`src/rtl/vedic_pkg.sv`:
```
// Shared types and constants for the sequential 4x4 Vedic multiplier.
// Latency: n/a (declarations only).
// Backpressure: n/a (declarations only).
package vedic_pkg;

    localparam int OPW   = 4;
    localparam int PRODW = 8;

    typedef enum logic [1:0] {
        IDLE = 2'd0,
        PP   = 2'd1,
        DONE = 2'd2
    } state_e;

    // Left shift applied to each 2x2 partial product, indexed by idx:
    // lo*lo -> 0, hi*lo -> 2, lo*hi -> 2, hi*hi -> 4.
    function automatic logic [2:0] pp_shift(input logic [1:0] idx);
        logic [2:0] sh;
        sh = 3'd0;
        case (idx)
            2'd0: sh = 3'd0;
            2'd1: sh = 3'd2;
            2'd2: sh = 3'd2;
            2'd3: sh = 3'd4;
            default: sh = 3'd0;
        endcase
        return sh;
    endfunction

endpackage

```
`src/rtl/vedic_2x2.sv`:
```
// Combinational 2x2 Vedic (Urdhva Tiryagbhyam) multiplier: AND gates plus two half adders.
// Latency: 0 cycles (pure combinational).
// Backpressure: none.
// Ports: a_i[1:0], b_i[1:0] unsigned operands; p_o[3:0] unsigned product.
module vedic_2x2 (
    input  logic [1:0] a_i,
    input  logic [1:0] b_i,
    output logic [3:0] p_o
);

    logic cross0, cross1, hi;
    logic c1;

    assign cross0 = a_i[1] & b_i[0];
    assign cross1 = a_i[0] & b_i[1];
    assign hi     = a_i[1] & b_i[1];

    assign p_o[0] = a_i[0] & b_i[0];
    // First half adder sums the two crosswise terms.
    assign p_o[1] = cross0 ^ cross1;
    assign c1     = cross0 & cross1;
    // Second half adder folds that carry into the vertical high term.
    assign p_o[2] = hi ^ c1;
    assign p_o[3] = hi & c1;

endmodule

```
`src/rtl/vedic_mult4_seq.sv`:
```
// Sequential 4x4 Vedic multiplier: one 2x2 cell reused over four cycles into an 8-bit accumulator.
// Latency: 4 cycles from accept edge to out_valid; minimum initiation interval 6 cycles.
// Backpressure: product and out_valid hold in DONE until out_ready; in_ready is low while busy.
// Ports: clk, rst_n (async active-low); in_valid/in_ready with a, b; out_valid/out_ready with product; busy.
module vedic_mult4_seq
    import vedic_pkg::*;
#(
    parameter int N = 4
) (
    input  logic           clk,
    input  logic           rst_n,
    input  logic           in_valid,
    output logic           in_ready,
    input  logic [N-1:0]   a,
    input  logic [N-1:0]   b,
    output logic           out_valid,
    input  logic           out_ready,
    output logic [2*N-1:0] product,
    output logic           busy
);

    generate
        if (N != OPW) begin : g_bad_width
            $fatal(1, "vedic_mult4_seq: only N=4 is supported");
        end
    endgenerate

    state_e             state_q;
    logic [OPW-1:0]     a_q, b_q;
    logic [1:0]         idx_q;
    logic [PRODW-1:0]   acc_q, acc_d;
    logic [PRODW-1:0]   product_q;
    logic               in_ready_q, out_valid_q, busy_q;

    logic [1:0]         cell_a, cell_b;
    logic [3:0]         cell_p;
    logic [PRODW-1:0]   pp_ext;

    // idx[0] picks the high half of a, idx[1] the high half of b.
    assign cell_a = idx_q[0] ? a_q[3:2] : a_q[1:0];
    assign cell_b = idx_q[1] ? b_q[3:2] : b_q[1:0];

    vedic_2x2 u_cell (
        .a_i (cell_a),
        .b_i (cell_b),
        .p_o (cell_p)
    );

    // Max total is 225, so the 8-bit sum never overflows.
    assign pp_ext = {4'b0000, cell_p};
    assign acc_d  = acc_q + (pp_ext << pp_shift(idx_q));

    always_ff @(posedge clk or negedge rst_n) begin
        if (!rst_n) begin
            state_q     <= IDLE;
            a_q         <= '0;
            b_q         <= '0;
            idx_q       <= '0;
            acc_q       <= '0;
            product_q   <= '0;
            in_ready_q  <= 1'b1;
            out_valid_q <= 1'b0;
            busy_q      <= 1'b0;
        end else begin
            case (state_q)
                IDLE: begin
                    if (in_valid) begin
                        a_q        <= a;
                        b_q        <= b;
                        acc_q      <= '0;
                        idx_q      <= '0;
                        state_q    <= PP;
                        in_ready_q <= 1'b0;
                        busy_q     <= 1'b1;
                    end
                end
                PP: begin
                    acc_q <= acc_d;
                    idx_q <= idx_q + 2'd1;
                    if (idx_q == 2'd3) begin
                        state_q     <= DONE;
                        product_q   <= acc_d;
                        out_valid_q <= 1'b1;
                    end
                end
                DONE: begin
                    if (out_ready) begin
                        state_q     <= IDLE;
                        out_valid_q <= 1'b0;
                        busy_q      <= 1'b0;
                        in_ready_q  <= 1'b1;
                    end
                end
                default: begin
                    state_q     <= IDLE;
                    out_valid_q <= 1'b0;
                    busy_q      <= 1'b0;
                    in_ready_q  <= 1'b1;
                end
            endcase
        end
    end

    assign in_ready  = in_ready_q;
    assign out_valid = out_valid_q;
    assign busy      = busy_q;
    assign product   = product_q;

endmodule

```
`config.mk`:
```
export PLATFORM = sky130hd
export DESIGN_NAME = vedic_mult4_seq
export DESIGN_NICKNAME = d
export VERILOG_FILES = /design/src/rtl/vedic_pkg.sv /design/src/rtl/vedic_2x2.sv /design/src/rtl/vedic_mult4_seq.sv
export SDC_FILE = /design/constraint.sdc
export NUM_CORES = 1
export LEC_CHECK = 0
export ABC_AREA = 1
export BUFFER_PORTS_ARGS = -buffer_cell sky130_fd_sc_hd__buf_2
export CAP_MARGIN = 20
export CELL_PAD_IN_SITES_DETAIL_PLACEMENT = 0
export CELL_PAD_IN_SITES_GLOBAL_PLACEMENT = 2
export CORE_MARGIN = 4
export CORE_UTILIZATION = 33
export CTS_CLUSTER_SIZE = 10
export DETAILED_ROUTE_END_ITERATION = 12
export PLACE_DENSITY_LB_ADDON = 0.1
export SLEW_MARGIN = 30
export SYNTH_ARGS = -nofsm -noshare
export SYNTH_HDL_FRONTEND = slang
export SYNTH_SLANG_ARGS = --single-unit
```
`constraint.sdc`:
```
create_clock -name clk -period 3.6 [get_ports clk]
set_input_delay 0.18 -clock clk [delete_from_list [all_inputs] [get_ports clk]]
set_output_delay 0.18 -clock clk [all_outputs]
set_load 0.01 [all_outputs]
```
==> metrics list <==
* Highest fanout seen on the critical path: 4
- For this run, global-route usage on met3 was measured as 0.03924.
- Count of distinct cell types in the synthesized netlist: 28
* Pwr/cell area: just over 1000 mW/mm2
- DR iter-0 viols: 59
* Number of antenna violations at the first check in global routing: 0
* FF-to-FF End: acc_q[7]
- The final route contains ~1,400 vias.
- For the worst setup path, the data required time is 3.79 ns.
* Final period util: 0.8057
- Number of buffers inserted during clock tree synthesis: 5
* Leading cell types by total area after synthesis: sky130_fd_sc_hd__dfrtp_1 43%, sky130_fd_sc_hd__nand2_1 19%, sky130_fd_sc_hd__ha_1 7.2%
- Type of the worst setup path: flip-flop to flip-flop
* Minimum clock period: 2.900 ns
* Worst max-slew margin expressed relative to the limit: 0.5144
* Die width: 80.52 um
- Prevailing post-synth register cell: sky130_fd_sc_hd__dfrtp_1
* Post-route ant nets: 0
- Number of flops mapped to enable cells by yosys: 0
* Per-instance average area after synthesis: 7.853 um2
- In the routed design, unresolved DRC markers number 0.
* Die area: 0.006483 mm2
* Pin count of the biggest net entering global routing: 32
- The repair_antennas step left the layout with diodes totalling 0.
* Netlist area before placement: 0.001735 mm2
- Met2 capacity usage during global routing: 0.1738
* DP Worst Slack: between 0.7 and 0.8 ns
- Layout Nets: roughly 270
- Path type of the worst min-delay path: primary input to flip-flop
- For this configuration, the core starts out at a cell density of 0.3398.
* Critical path arrival: 3.09 ns
- Summed over all cells, the static leakage comes to approximately 0.0012 uW.
- TritonCTS built the clock tree.
- In this run the count of I/O pins placed on the die edge is 23.
- Gpl congestion: 0.7236
- The first global-routing pass estimated 6789 um of wire.
* Clk buf depth: 2
* Cells on Worst Hold Path: 3
- At the later pin of the worst-skew pair, clock insertion delay measures 0.29 ns.
- Sum of net half-perimeters after detailed placement: 2978 um
* Instance count of the mapped netlist: 221
* Worst Reg-to-Reg Cells: 15
- Clock skew: 0.003846 ns
- The worst setup path is captured at a flip-flop.
* Syn_nets: 244
- Setup repair after global routing left no endpoint under its margin.
- For this block, the routed nets add up to between 4000 and 5000 um of wire.
- Cell chosen for the clock root: sky130_fd_sc_hd__clkbuf_8
* Setup tns final: 0 ns
- GR Util met1: 0.2247
- The initialized floorplan defines 26 standard-cell rows.
* Slew at the pin closest to its max-slew limit: between 0.7 and 0.8 ns
- After detailed routing, the number of vias per cell comes to about 4.5.
- DIE HEIGHT: 80.52 um
* Hold Path End: a_q[3]
- Share of layout cells above drive strength 1: 0.1807
- Outcome: finished, final reports clean
- Launching point of the worst reg2reg path: idx_q[1]
- VDD sags by at most 0.3425 mV.
- The count of final hold-check violations came to 0.
- Count of TritonRoute iterations in the first routing pass: 4
- Synthesis Warnings: 0
- In the post-route analysis, the smallest setup slack over all paths is 0.6996 ns.
- Register clock-pin slew on the reported worst setup and hold paths: 0.07 ns
- The count of buffers added on input and output ports is 22.
- The number of max-slew violations in the final report was 0.
* Post-synthesis async set-or-reset flop share: 1.000
* Congestion Overflow GR: 0
* Std-Cell Core Area: 0.005107 mm2
- Startpoint type of the worst setup path: flip-flop
* Number of post-CTS setup repair buffers: 0
- Sequential area share after synthesis: 0.4477
- In this run the most used layer during global routing was met1.
- In the global route stage, overall resource usage came out at 0.1411.
- #FFs+latches synth: 31
- Counting the fill cells in the layout gives 558.
* P&R area growth vs syn: 17.59%
- Reg-to-reg setup timing slack: ~0.70 ns
- Setup violations, final: 0
- Total power after layout: between 2000 and 2500 uW
* Hold_sp: a[3]
- Maximum capacitance violations: 0
* Htree depth: 2
- The synthesized design spends more area on one cell type than any other, namely sky130_fd_sc_hd__dfrtp_1.
- Total clock sinks: 31
* Area fraction of the dominant cell type after synthesis: 0.4326
- The number of global-route vias before repair came to around 1,400.
- Static timing analysis puts the maximum clock frequency at 0.3448 GHz.
* Post-DR wirelength/cell: 12.87 um
==> worst max-delay path by stage <==
| stage | startpoint | endpoint | slack (ns) | depth (start not counted) |
|---|---|---|---|---|
| 4_1_cts | idx_q[1] | product[7] | 0.70 | 15 |
| 2_1_floorplan | idx_q[1] | acc_q[7] | 0.92 | 15 |
| 5_1_grt | idx_q[1] | product[7] | 0.43 | 15 |
| 3_3_place_gp | idx_q[1] | acc_q[7] | 0.78 | 15 |
| 6_report | idx_q[1] | acc_q[7] | 0.70 | 15 |
| 3_5_place_dp | idx_q[1] | product[7] | 0.70 | 15 |
==> state kept, by name (all words and copies together), names as in the netlist <==
| signal | count |
|---|---|
| state_q | 2 |
| in_ready | 1 |
| acc_q | 8 |
| b_q | 4 |
| idx_q | 2 |
| busy | 1 |
| product | 8 |
| a_q | 4 |
| out_valid | 1 |
==> per-stage QoR <==
| step | instance area (um2) | hold slack (ns) | instances | util |
|---|---|---|---|---|
| 2_1_floorplan | 1735 | -0.1156 | 221 | - |
| 3_3_place_gp | 1913 | 0.2937 | 310 | 0.3746 |
| 3_5_place_dp | 1913 | 0.2919 | 310 | 0.3746 |
| 4_1_cts | 2041 | 0.06704 | 319 | 0.3996 |
| 5_1_grt | 2041 | 0.07148 | 319 | 0.3996 |
| 6_report | 2041 | 0.07974 | 319 | 0.3996 |
==> kinds of logic after synthesis <==
| group | share of synthesized area |
|---|---|
| compound gates | 0.07859 |
| xor+xnor | 0.01010 |
| fa+ha+maj | 0.08363 |
| buf+inv | 0.06416 |
| flops | 0.4477 |
| mux | 0.01154 |
| simple gates | 0.3043 |
==> critical path, stage by stage, from the launching register on <==
cell and delay [ns]:
sky130_fd_sc_hd__dfrtp_1 0.41, sky130_fd_sc_hd__or2_2 0.30, sky130_fd_sc_hd__o21ai_0 0.13, sky130_fd_sc_hd__nor2_1 0.10
sky130_fd_sc_hd__ha_1 0.21, sky130_fd_sc_hd__ha_1 0.28, sky130_fd_sc_hd__o21ai_0 0.22, sky130_fd_sc_hd__nor2_1 0.08
sky130_fd_sc_hd__ha_1 0.33, sky130_fd_sc_hd__or2_2 0.31, sky130_fd_sc_hd__nand2_1 0.11, sky130_fd_sc_hd__nor2_1 0.05
sky130_fd_sc_hd__nor2_1 0.08, sky130_fd_sc_hd__nand2_1 0.07, sky130_fd_sc_hd__nand3_1 0.07, sky130_fd_sc_hd__nand2_1 0.05
==> power breakdown <==
| group | internal (uW) | switching, uW |
|---|---|---|
| Sequential | 505 | 100 |
| Clock | 224 | 146 |
| Combinational | 404 | 707 |
==> layout make-up <==
cell class	instances	area, um2	share of cell area
clock buffers	6	82.58	0.04047
clock inverters	2	35.03	0.01717
inverters	23	91.34	0.04476
multi-input cells	164	847.1	0.4151
flip-flops and latches	31	777.0	0.3807
well taps	70	87.58	0.04292
repair buffers	23	120.1	0.05886
==> cells in the final DEF (no fill, tap or decap), types with 2 or more instances in the layout <==
cell type	instances
sky130_fd_sc_hd__a21oi_1	7
sky130_fd_sc_hd__buf_2	22
sky130_fd_sc_hd__clkbuf_8	6
sky130_fd_sc_hd__dfrtp_1	30
sky130_fd_sc_hd__ha_1	10
sky130_fd_sc_hd__inv_1	18
sky130_fd_sc_hd__inv_2	3
sky130_fd_sc_hd__inv_4	2
sky130_fd_sc_hd__mux2i_1	2
sky130_fd_sc_hd__nand2_1	88
sky130_fd_sc_hd__nand3_1	13
sky130_fd_sc_hd__nand3b_1	2
sky130_fd_sc_hd__nor2_1	15
sky130_fd_sc_hd__o21ai_0	12
sky130_fd_sc_hd__o21ai_2	2
sky130_fd_sc_hd__or2_2	3
==> Yosys cell counts (2+ instances only) <==
cell / number
sky130_fd_sc_hd__nand3b_1: 2
sky130_fd_sc_hd__inv_4: 2
sky130_fd_sc_hd__ha_1: 10
sky130_fd_sc_hd__mux2i_1: 2
sky130_fd_sc_hd__inv_1: 18
sky130_fd_sc_hd__o21ai_2: 2
sky130_fd_sc_hd__or2_2: 3
sky130_fd_sc_hd__nand2_1: 88
sky130_fd_sc_hd__nor2_1: 15
sky130_fd_sc_hd__a21oi_1: 7
sky130_fd_sc_hd__inv_2: 3
sky130_fd_sc_hd__dfrtp_1: 30
sky130_fd_sc_hd__nand3_1: 13
sky130_fd_sc_hd__o21ai_0: 12
==> metal layers <==
layer  wire length, um  vias up
met1              2350      640
li1                  -      755
met5                 0        -
met3               171        6
met2              1517       25
met4                64        0
==> what timing repair did <==
action,4_1_cts,5_1_grt
hold buffers,1,0
hold endpoints to repair,30,0
resized for setup,0,0
Power figures use the tool's default switching activity.
